<file path="src/rtl/multichannel_handshake_sender.sv">
// Source-side front end of a 4-phase req/ack clock-domain crossing.
// Round-robin arbitration picks one of CHANNELS start/ready producers. The
// winning word and its channel index are captured, then sent with req_o.
// The asynchronous ack_i is synchronised locally, and a REQ phase that sees
// no ack within TIMEOUT_CYCLES is aborted with a sticky error.
module multichannel_handshake_sender #(
    parameter int WIDTH          = 32,
    parameter int CHANNELS       = 4,
    parameter int NUM_OF_STAGES  = 2,
    parameter int TIMEOUT_CYCLES = 1024
) (
    input  logic                                  clock,
    input  logic                                  reset,
    input  logic [CHANNELS-1:0]                   start,
    output logic [CHANNELS-1:0]                   ready,
    input  logic [CHANNELS*WIDTH-1:0]             data_in,
    output logic [WIDTH-1:0]                      data_out,
    output logic [((CHANNELS > 1) ? $clog2(CHANNELS) : 1)-1:0] chan_out,
    output logic                                  req_o,
    input  logic                                  ack_i,
    output logic                                  busy,
    output logic                                  timeout_err,
    input  logic                                  err_clear
);

    localparam int CHAN_W = (CHANNELS > 1) ? $clog2(CHANNELS) : 1;
    // The counter only has to reach TIMEOUT_CYCLES-1.
    localparam int CNT_W  = (TIMEOUT_CYCLES > 1) ? $clog2(TIMEOUT_CYCLES) : 1;
    localparam logic [CNT_W-1:0]  CNT_LAST  = CNT_W'((TIMEOUT_CYCLES > 0) ? TIMEOUT_CYCLES - 1 : 0);
    localparam logic [CHAN_W-1:0] CHAN_LAST = CHAN_W'(CHANNELS - 1);
    localparam bit TIMEOUT_EN = (TIMEOUT_CYCLES != 0);

    typedef enum logic [1:0] {
        IDLE    = 2'd0,
        REQ     = 2'd1,
        ACK_LOW = 2'd2
    } state_t;

    state_t                      state_r, state_nxt;
    logic [NUM_OF_STAGES-1:0]    sync_r;
    logic                        ack_s;
    logic                        req_r, req_nxt;
    logic [WIDTH-1:0]            data_r, data_nxt;
    logic [CHAN_W-1:0]           chan_r, chan_nxt;
    logic [CHAN_W-1:0]           ptr_r, ptr_nxt;
    logic [CNT_W-1:0]            cnt_r, cnt_nxt;
    logic                        err_r, err_nxt;
    logic                        busy_r;
    logic                        set_err_s;
    logic                        grant_valid_s;
    logic [CHAN_W-1:0]           grant_s;
    logic [CHANNELS-1:0]         ready_s;
    logic [WIDTH-1:0]            words_s [CHANNELS];

    // Unpack the flat input bus into one word per channel.
    for (genvar i = 0; i < CHANNELS; i++) begin : g_words
        assign words_s[i] = data_in[i*WIDTH +: WIDTH];
    end

    // Shift ack_i through the synchroniser chain; only its last flop is used.
    always_ff @(posedge clock) begin
        if (reset) begin
            sync_r <= '0;
        end else begin
            sync_r <= {sync_r[NUM_OF_STAGES-2:0], ack_i};
        end
    end

    assign ack_s = sync_r[NUM_OF_STAGES-1];

    // Round-robin search: the first asserted start scanning upward from ptr_r.
    always_comb begin
        int idx;
        grant_valid_s = 1'b0;
        grant_s       = '0;
        idx           = 0;
        for (int k = 0; k < CHANNELS; k++) begin
            idx = (int'(ptr_r) + k >= CHANNELS) ? int'(ptr_r) + k - CHANNELS : int'(ptr_r) + k;
            if (!grant_valid_s && start[idx]) begin
                grant_valid_s = 1'b1;
                grant_s       = CHAN_W'(idx);
            end else begin
                grant_valid_s = grant_valid_s;
            end
        end
    end

    // A grant is offered only in IDLE once any earlier ack has been seen to fall.
    always_comb begin
        ready_s = '0;
        if (!reset && (state_r == IDLE) && !ack_s && grant_valid_s) begin
            ready_s[grant_s] = 1'b1;
        end else begin
            ready_s = '0;
        end
    end

    assign ready = ready_s;

    // Compute the next FSM state and the next value of every register it owns.
    always_comb begin
        state_nxt = state_r;
        req_nxt   = req_r;
        data_nxt  = data_r;
        chan_nxt  = chan_r;
        ptr_nxt   = ptr_r;
        cnt_nxt   = cnt_r;
        set_err_s = 1'b0;
        case (state_r)
            IDLE: begin
                if (!ack_s && grant_valid_s) begin
                    data_nxt  = words_s[grant_s];
                    chan_nxt  = grant_s;
                    req_nxt   = 1'b1;
                    ptr_nxt   = (grant_s == CHAN_LAST) ? '0 : grant_s + CHAN_W'(1);
                    cnt_nxt   = '0;
                    state_nxt = REQ;
                end else begin
                    state_nxt = IDLE;
                end
            end
            REQ: begin
                cnt_nxt = cnt_r + CNT_W'(1);
                if (ack_s) begin
                    req_nxt   = 1'b0;
                    state_nxt = ACK_LOW;
                end else if (TIMEOUT_EN && (cnt_r == CNT_LAST)) begin
                    req_nxt   = 1'b0;
                    set_err_s = 1'b1;
                    state_nxt = ACK_LOW;
                end else begin
                    state_nxt = REQ;
                end
            end
            ACK_LOW: begin
                req_nxt = 1'b0;
                if (!ack_s) begin
                    cnt_nxt   = '0;
                    state_nxt = IDLE;
                end else begin
                    state_nxt = ACK_LOW;
                end
            end
            default: begin
                req_nxt   = 1'b0;
                cnt_nxt   = '0;
                state_nxt = IDLE;
            end
        endcase
        // Setting the error wins over a simultaneous clear.
        if (set_err_s) begin
            err_nxt = 1'b1;
        end else if (err_clear) begin
            err_nxt = 1'b0;
        end else begin
            err_nxt = err_r;
        end
    end

    // State and datapath registers.
    always_ff @(posedge clock) begin
        if (reset) begin
            state_r <= IDLE;
            req_r   <= 1'b0;
            data_r  <= '0;
            chan_r  <= '0;
            ptr_r   <= '0;
            cnt_r   <= '0;
            err_r   <= 1'b0;
            busy_r  <= 1'b0;
        end else begin
            state_r <= state_nxt;
            req_r   <= req_nxt;
            data_r  <= data_nxt;
            chan_r  <= chan_nxt;
            ptr_r   <= ptr_nxt;
            cnt_r   <= cnt_nxt;
            err_r   <= err_nxt;
            busy_r  <= (state_nxt != IDLE);
        end
    end

    assign req_o       = req_r;
    assign data_out    = data_r;
    assign chan_out    = chan_r;
    assign busy        = busy_r;
    assign timeout_err = err_r;

endmodule

</file>
<file path="config.mk">
export PLATFORM = sky130hd
export DESIGN_NAME = multichannel_handshake_sender
export DESIGN_NICKNAME = d
export VERILOG_FILES = /design/src/rtl/multichannel_handshake_sender.sv
export SDC_FILE = /design/constraint.sdc
export NUM_CORES = 1
export LEC_CHECK = 0
export CAP_MARGIN = 20
export CORE_ASPECT_RATIO = 0.75
export CORE_MARGIN = 2
export CORE_UTILIZATION = 35
export CTS_CLUSTER_DIAMETER = 150
export DETAILED_ROUTE_END_ITERATION = 10
export MAX_ROUTING_LAYER = met4
export PLACE_DENSITY = 0.74
export SETUP_SLACK_MARGIN = 0.02
export SLEW_MARGIN = 20
export SYNTH_ARGS = -nofsm -noshare
export SYNTH_HDL_FRONTEND = slang
export SYNTH_SLANG_ARGS = --single-unit
</file>
<file path="constraint.sdc">
create_clock -name clock -period 3.52 [get_ports clock]
set_input_delay 0.704 -clock clock [delete_from_list [all_inputs] [get_ports clock]]
set_output_delay 0.704 -clock clock [all_outputs]
set_load 0.005 [all_outputs]
</file>
### After elaboration in Yosys (flattened, before gate mapping)

Index checks and enable logic that the tools add are counted.

| cells by class | value |
|---|---|
| multiplexer cells | 48 |
| reduce and logical (&&, ||, !) cells | 19 |
| eq/ne operators | 7 |
| bitwise gates (word level) | 1 |
| order comparisons | 11 |
| add/sub/neg operators | 9 |

Operator list:

| cell | number |
|---|---|
| two-way mux 32 bit | 6 |
| less-than comparator 32 x 4 -> 1 bit, second input constant | 4 |
| >= comparator 32 x 4 -> 1 bit, second input constant | 3 |
| subtractor 32 x 4 -> 32 bit, second input constant | 3 |
| binary-select mux 32 bit (select 2 bit) | 1 |
| one-hot mux 10 bit (3 select lines) | 1 |
| two-way mux 1 bit | 22 |
| two-way mux 10 bit | 2 |
| two-way mux 2 bit | 8 |
| adder 10 x 1 -> 10 bit, second input constant | 1 |
| equality test 10 bit, second input constant | 1 |
| binary-select mux 1 bit (select 2 bit) | 4 |
| logical AND 1 bit | 8 |
| adder 2 x 2 -> 3 bit, second input constant | 2 |
| one-hot mux 2 bit (3 select lines) | 1 |
| AND reduction 2 bit | 3 |
| logical NOT 1 bit | 5 |
| equality test 2 bit, second input constant | 2 |
| two-way mux 4 bit | 1 |
| nonzero test 2 bit | 2 |
| subtractor 2 x 3 -> 4 bit, second input constant | 1 |
| adder 2 x 1 -> 3 bit, second input constant | 1 |
| >= comparator 2 x 3 -> 1 bit, second input constant | 1 |
| >= comparator 3 bit, second input constant | 1 |
| 11 further kinds | 11 |

| word-level totals | value |
|---|---|
| input bits | 136 |
| register bits after elaboration | 53 |
| output and inout port bits | 41 |
| word-level logic and storage cells | 104 |

### Depth between registers and ports, before layout

| depth | value |
|---|---|
| word-level depth | 20 |
| depth in mapped cells | 7 |

### Least setup slack after synthesis

No wires, ideal clock.

| timing | value |
|---|---|
| kind | input -> output |
| from | input port start[1] |
| to | output port ready[0] |
| path buffers | 1 |
| data required time | 2.816 ns |
| arrival time | 1.826 ns |
| stages | 7 |
| path slack | 0.990 ns |
| cells stage by stage | a21boi_1 > o22ai_2 > nor2_4 > inv_4 > buf_4 > ha_1 > and2_1 |

| between the ends | value |
|---|---|
| longest elaborated chain between the ends | 18 |

RTL lines:

| element | RTL line | RTL |
|---|---|---|
| start: declaration | 14 | `input logic [CHANNELS-1:0] start,` |
| binary-select mux 1 bit (select 2 bit) | 79 | `if (!grant_valid_s && start[idx]) begin` |
| two-way mux 1 bit (not written as such) (2 in a row) | 79 |  |
| two-way mux 1 bit | 79 |  |
| logical NOT 1 bit | 79 |  |
| logical AND 1 bit | 79 |  |
| two-way mux 1 bit | 79 |  |
| logical NOT 1 bit | 79 |  |
| logical AND 1 bit | 79 |  |
| [... 2 more ...] | n/a |  |
| logical AND 1 bit | 79 |  |
| two-way mux 2 bit * | 79 |  |
| named net grant_s[0] | 51 | `logic [CHAN_W-1:0] grant_s;` |
| less-than comparator 2 x 3 -> 1 bit (not written as such) / >= comparator 2 x 1 -> 1 bit (equally long branches) | 92 | `ready_s[grant_s] = 1'b1;` |
| logical AND 1 bit (not written as such) | 92 |  |
| two-way mux 1 bit (not written as such) | 92 |  |
| demux 1 bit (select 2 bit) * | 92 |  |
| two-way mux 4 bit * | 91 | `if (!reset && (state_r == IDLE) && !ack_s && grant_valid_s) begin` |
| end: declaration | 15 | `output logic [CHANNELS-1:0] ready,` |

The timed path passes the listed nets; every way through them passes the cells marked *. The select of a mux whose other input is x is not followed.

### Worst setup path in the final report

| timing | value |
|---|---|
| from | input port start[1] |
| to | output port ready[1] |

| between the ends | value |
|---|---|
| longest elaborated chain between the ends | 18 |

RTL lines:

| element | RTL line |
|---|---|
| binary-select mux 1 bit (select 2 bit) | 79 |
| two-way mux 1 bit (not written as such) (2 in a row) | 79 |
| two-way mux 1 bit | 79 |
| logical NOT 1 bit | 79 |
| logical AND 1 bit | 79 |
| two-way mux 1 bit | 79 |
| logical NOT 1 bit | 79 |
| logical AND 1 bit | 79 |
| two-way mux 1 bit | 79 |
| logical NOT 1 bit | 79 |
| logical AND 1 bit | 79 |
| two-way mux 2 bit | 79 |
| less-than comparator 2 x 3 -> 1 bit (not written as such) / >= comparator 2 x 1 -> 1 bit (equally long branches) | 92 |
| logical AND 1 bit (not written as such) | 92 |
| two-way mux 1 bit (not written as such) | 92 |
| demux 1 bit (select 2 bit) | 92 |
| two-way mux 4 bit * | 91 |

Every way passes the cells marked *; elsewhere a longest branch is shown, timed or not. The select of a mux whose other input is x is not followed.

==> out/results.md <==
| Step | Item | This run |
|:---|:---|:---|
| outcome | Run status | completed |
| sta | PnR worst setup slack | 0.08763 ns |
| cells and area | Fill cell count | 738 |
| synth | Portion of synthesized cell area occupied by the leading cell type | 33.83% |
| cells and area | Layout cell share with drive strength beyond 1 | 8.824% |
| job | Maxcap violations | 0 |
| cells and area | NumNets Final | 651 |
| cells and area | Count of antenna diodes in the layout | 0 |
| die | Cell row count | 29 |
| pwr | Fraction of power spent switching nets | 28.43% |
| die | Overall die area | 9743 µm² |
| worst setup path | Beginning of the worst register-to-register path | ptr_r[1] |
| route | Detail Route Antenna Nets | 0 |
| cells and area | Area delta synth->final | 65.30% |
| pwr | Clk pwr share | 27.3% |
| route | Starting DRT DRC Count | 106 |
| route | Wire length per cell | 16.72 µm |
| pwr | Sequential Power Share | 36.8% |
| pwr | Leakage power figure | 1.999 nW |
| clock network | H-tree levels | 2 |
| die | Initial core utilization | 36.63% |
| cells and area | Commonest non-fill, non-tap cells in the layout | 174 x sky130_fd_sc_hd__clkdlybuf4s50_1, 53 x sky130_fd_sc_hd__dfxtp_1, 51 x sky130_fd_sc_hd__mux2i_1, 24 x sky130_fd_sc_hd__nand2_1, 20 x sky130_fd_sc_hd__nand3b_1 |
| synth | Distinct cell type count of the synthesized netlist | 46 |
| route | Aggregate routed wire length | 10,340 µm |
| route | Total met3 wirelength after detailed routing | 604 µm |
| synth | Top flip-flop cell by instance count after synthesis | sky130_fd_sc_hd__dfxtp_1 |
| sta | Measured slew at the worst slew-check pin | 0.8125 ns |
| route | Total number of vias | 3,251 |
| clock network | Clock-pin slew of the registers on the worst-case setup and hold paths | 0.07 ns |
| clock network | Max clock buf depth | 2 |
| die | Core outline area | 8563 µm² |
| clock network | Hold-fix buffer count after cts | 0 |
| die | I/O pins | 177 |
| synth | Cells taking the most area after synthesis | sky130_fd_sc_hd__dfxtp_1 34%, sky130_fd_sc_hd__mux2i_1 16%, sky130_fd_sc_hd__o221ai_1 5.0% |
| worst setup path | Arr. time, crit path | 2.73 ns |
| synth | Sequential share of the synthesized area | 33.83% |
| pwr | Power dissipated by switching net loads | 0.0005631 W |
| clock network | CTS root buffer | sky130_fd_sc_hd__clkbuf_16 |
| sta | Minimum clock period after layout | 3.432 ns |
| placed design | Number of buffers added on ports | 176 |
| global route | Grt ovf | 0 |
| placed design | GP Congestion | 0.8321 |
| clock network | Insertion delay of the later-clocked pin in the worst-skew pair | 0.28 ns |
| route | Post-route met1 wirelength | 4471 µm |
| sta | Final number of max-transition violations | 0 |
| sta | Worst slew margin relative to its limit | 45.76% |
| clock network | TritonCTS clock tree | done |
| synth | Syn_nets | 481 |
| synth | Share of synthesized flip-flops with an asynchronous set or reset | 0% |
| synth | Number of flip-flops and latches in the synthesized netlist | 53 |
| pwr | Power per cell area | 382.0 nW/µm² |
| sta | F_max | 291.3 MHz |
| min path | Worst min-delay path category | reg -> reg |
| route | DRC viols | 0 |
| pwr | Part of the power in combinational logic | 35.9% |
| route | Detailed-route vias per instance | 5.261 |
| worst setup path | Biggest fanout along the worst timing path | 6 |
| synth | Number of synthesized flops with an enable pin | 0 |
| sta | Final worst hold slack | 0.4519 ns |
| cells and area | Final core occ | 60.55% |
| min path | Hold Path Origin | sync_r[0] |
| die | Die span in y | 85.99 µm |
| global route | Maximum number of pins on one net before global-route repair | 33 |
| global route | Number of global-route vias before repair | 3,186 |
| route | Total length of routed met2 wires | 5113 µm |
| route | DRT Pass-1 Iters | 4 |
| global route | Global-route wire length before repair | 16,110 µm |
| sta | Clock Skew | 0.006453 ns |
| global route | All-Layer GR Usage | 21.08% |
| placed design | Dpl ws | 0.03882 ns |
| synth | Synthesized netlist cell count | 340 |
| pwr | Peak ir drop on the vdd network | 261.3 µV |
| sta | Final Hold Viols | 0 |
| sta | RSZ-0062 raised after global routing | true |
| pwr | Cell-internal power | 0.001418 W |
| synth | Ys Warns | 0 |
| route | Highest signal layer in the routed design | met4 |
| placed design | Detailed-placement wirelength estimate | 7848 µm |
| worst setup path | Capturing element type of the critical path | primary output |
| pwr | Total power after layout | 0.001981 W |
| die | X dimension of the die | 113.3 µm |
| worst setup path | Register-to-register setup slack | 1.53 ns |
| clock network | Total number of clock tree sinks | 53 |
| worst setup path | Critical path start-end classification | in -> out |
| cells and area | Most common cell after layout, fill and taps aside | sky130_fd_sc_hd__clkdlybuf4s50_1 |
| worst setup path | Data required, critical path | 2.82 ns |
| clock network | Number of buffers added by the clock tree synthesis step | 5 |
| sta | Final clock period utilization by the worst path | 97.51% |
| global route | Antenna violations before repair | 0 |
| synth | Avg Cell Area, Syn | 9.226 µm² |
| synth | Post-synth design cell area | 3137 µm² |
| worst setup path | Critical Path Source | start[1] |
| sta | Finish-stage setup viols | 0 |
| synth | Cell taking the most area after synthesis | sky130_fd_sc_hd__dfxtp_1 |
| worst setup path | Setup crit start kind | primary input |
## metal layers
metal / vias to the layer above / track usage, %
met1: 1523 / 26.06
met5: - / -
li1: 1602 / -
met3: 12 / 3.887
met2: 114 / 35.98
met4: 0 / 4.878
## synth_stat cells, types with 4 or more instances
library cell,instances
sky130_fd_sc_hd__o21ai_1,4
sky130_fd_sc_hd__dfxtp_1,53
sky130_fd_sc_hd__and3_1,4
sky130_fd_sc_hd__nor2_1,17
sky130_fd_sc_hd__a21oi_1,8
sky130_fd_sc_hd__mux2i_1,51
sky130_fd_sc_hd__a21o_1,15
sky130_fd_sc_hd__o21ai_0,14
sky130_fd_sc_hd__and2_1,5
sky130_fd_sc_hd__clkbuf_1,12
sky130_fd_sc_hd__o221ai_1,18
sky130_fd_sc_hd__buf_2,9
sky130_fd_sc_hd__o211ai_1,9
sky130_fd_sc_hd__nand2_1,24
sky130_fd_sc_hd__o211ai_2,9
sky130_fd_sc_hd__ha_1,5
sky130_fd_sc_hd__nand3b_1,20
sky130_fd_sc_hd__xor2_1,9
sky130_fd_sc_hd__nand3_1,15
## logic make-up after synthesis
kind of cell / share of synthesized area [%]
buf+inv: 4.268
fa+ha+maj: 1.994
xor+xnor: 2.513
flops: 33.83
simple gates: 19.31
compound gates: 21.82
mux: 16.27
## what timing repair did
action                                  CTS  global route
buffers inserted                          0             0
pin swaps                                 0             0
endpoints found under the setup margin    1             4
gates resized for setup                   1             3
## critical path, cell delays in order
cell	delay (ns)
sky130_fd_sc_hd__clkdlybuf4s50_1	0.55
sky130_fd_sc_hd__inv_1	0.11
sky130_fd_sc_hd__a311oi_2	0.28
sky130_fd_sc_hd__buf_4	0.18
sky130_fd_sc_hd__nor2_4	0.06
sky130_fd_sc_hd__inv_2	0.08
sky130_fd_sc_hd__ha_1	0.14
sky130_fd_sc_hd__and2_1	0.11
sky130_fd_sc_hd__clkdlybuf4s50_1	0.52
## area by class of cell
class                           instances  area [µm²]  area share [%]
Multi-Input combinational cell        258        1962           37.84
Sequential cell                        53        1061           20.46
Clock inverter                          2       35.03          0.6757
Timing Repair Buffer                  187        1846           35.59
Clock buffer                            5       125.1           2.413
Inverter                                5       21.27          0.4102
Tap cell                              108       135.1           2.606
## metrics by stage
| stage | area (µm²) | setup TNS, ns | cells |
|---|---|---|---|
| 5_1_grt | 5185 | -0.03941 | 618 |
| 6_report | 5185 | 0 | 618 |
| 2_1_floorplan | 3137 | 0 | 340 |
| 3_3_place_gp | 5011 | 0 | 611 |
| 3_5_place_dp | 5011 | 0 | 611 |
| 4_1_cts | 5170 | 0 | 618 |
## power by group through the flow
stage          clock network [W]  registers, W  logic [W]
2_1_floorplan                  0      0.000732   0.000335
3_3_place_gp                   0      0.000735   0.000704
3_5_place_dp                   0      0.000740   0.000712
4_1_cts                 0.000555      0.000728   0.000716
5_1_grt                 0.000574      0.000738   0.000767
6_report                0.000541      0.000728   0.000712
## sequential cells by signal, indices dropped and copies added, names as in the netlist
register     flops
data_out        32
busy             1
state_r          2
ptr_r            2
cnt_r           10
sync_r           2
chan_out         2
timeout_err      1
req_o            1
## final timing paths
check	to	depth (start not counted)
max	ready[1]	9
max reg2reg	data_out[23]	7
min reg2reg	sync_r[1]	1
min	sync_r[1]	1
No activity file was read; power rests on OpenSTA's default activity.
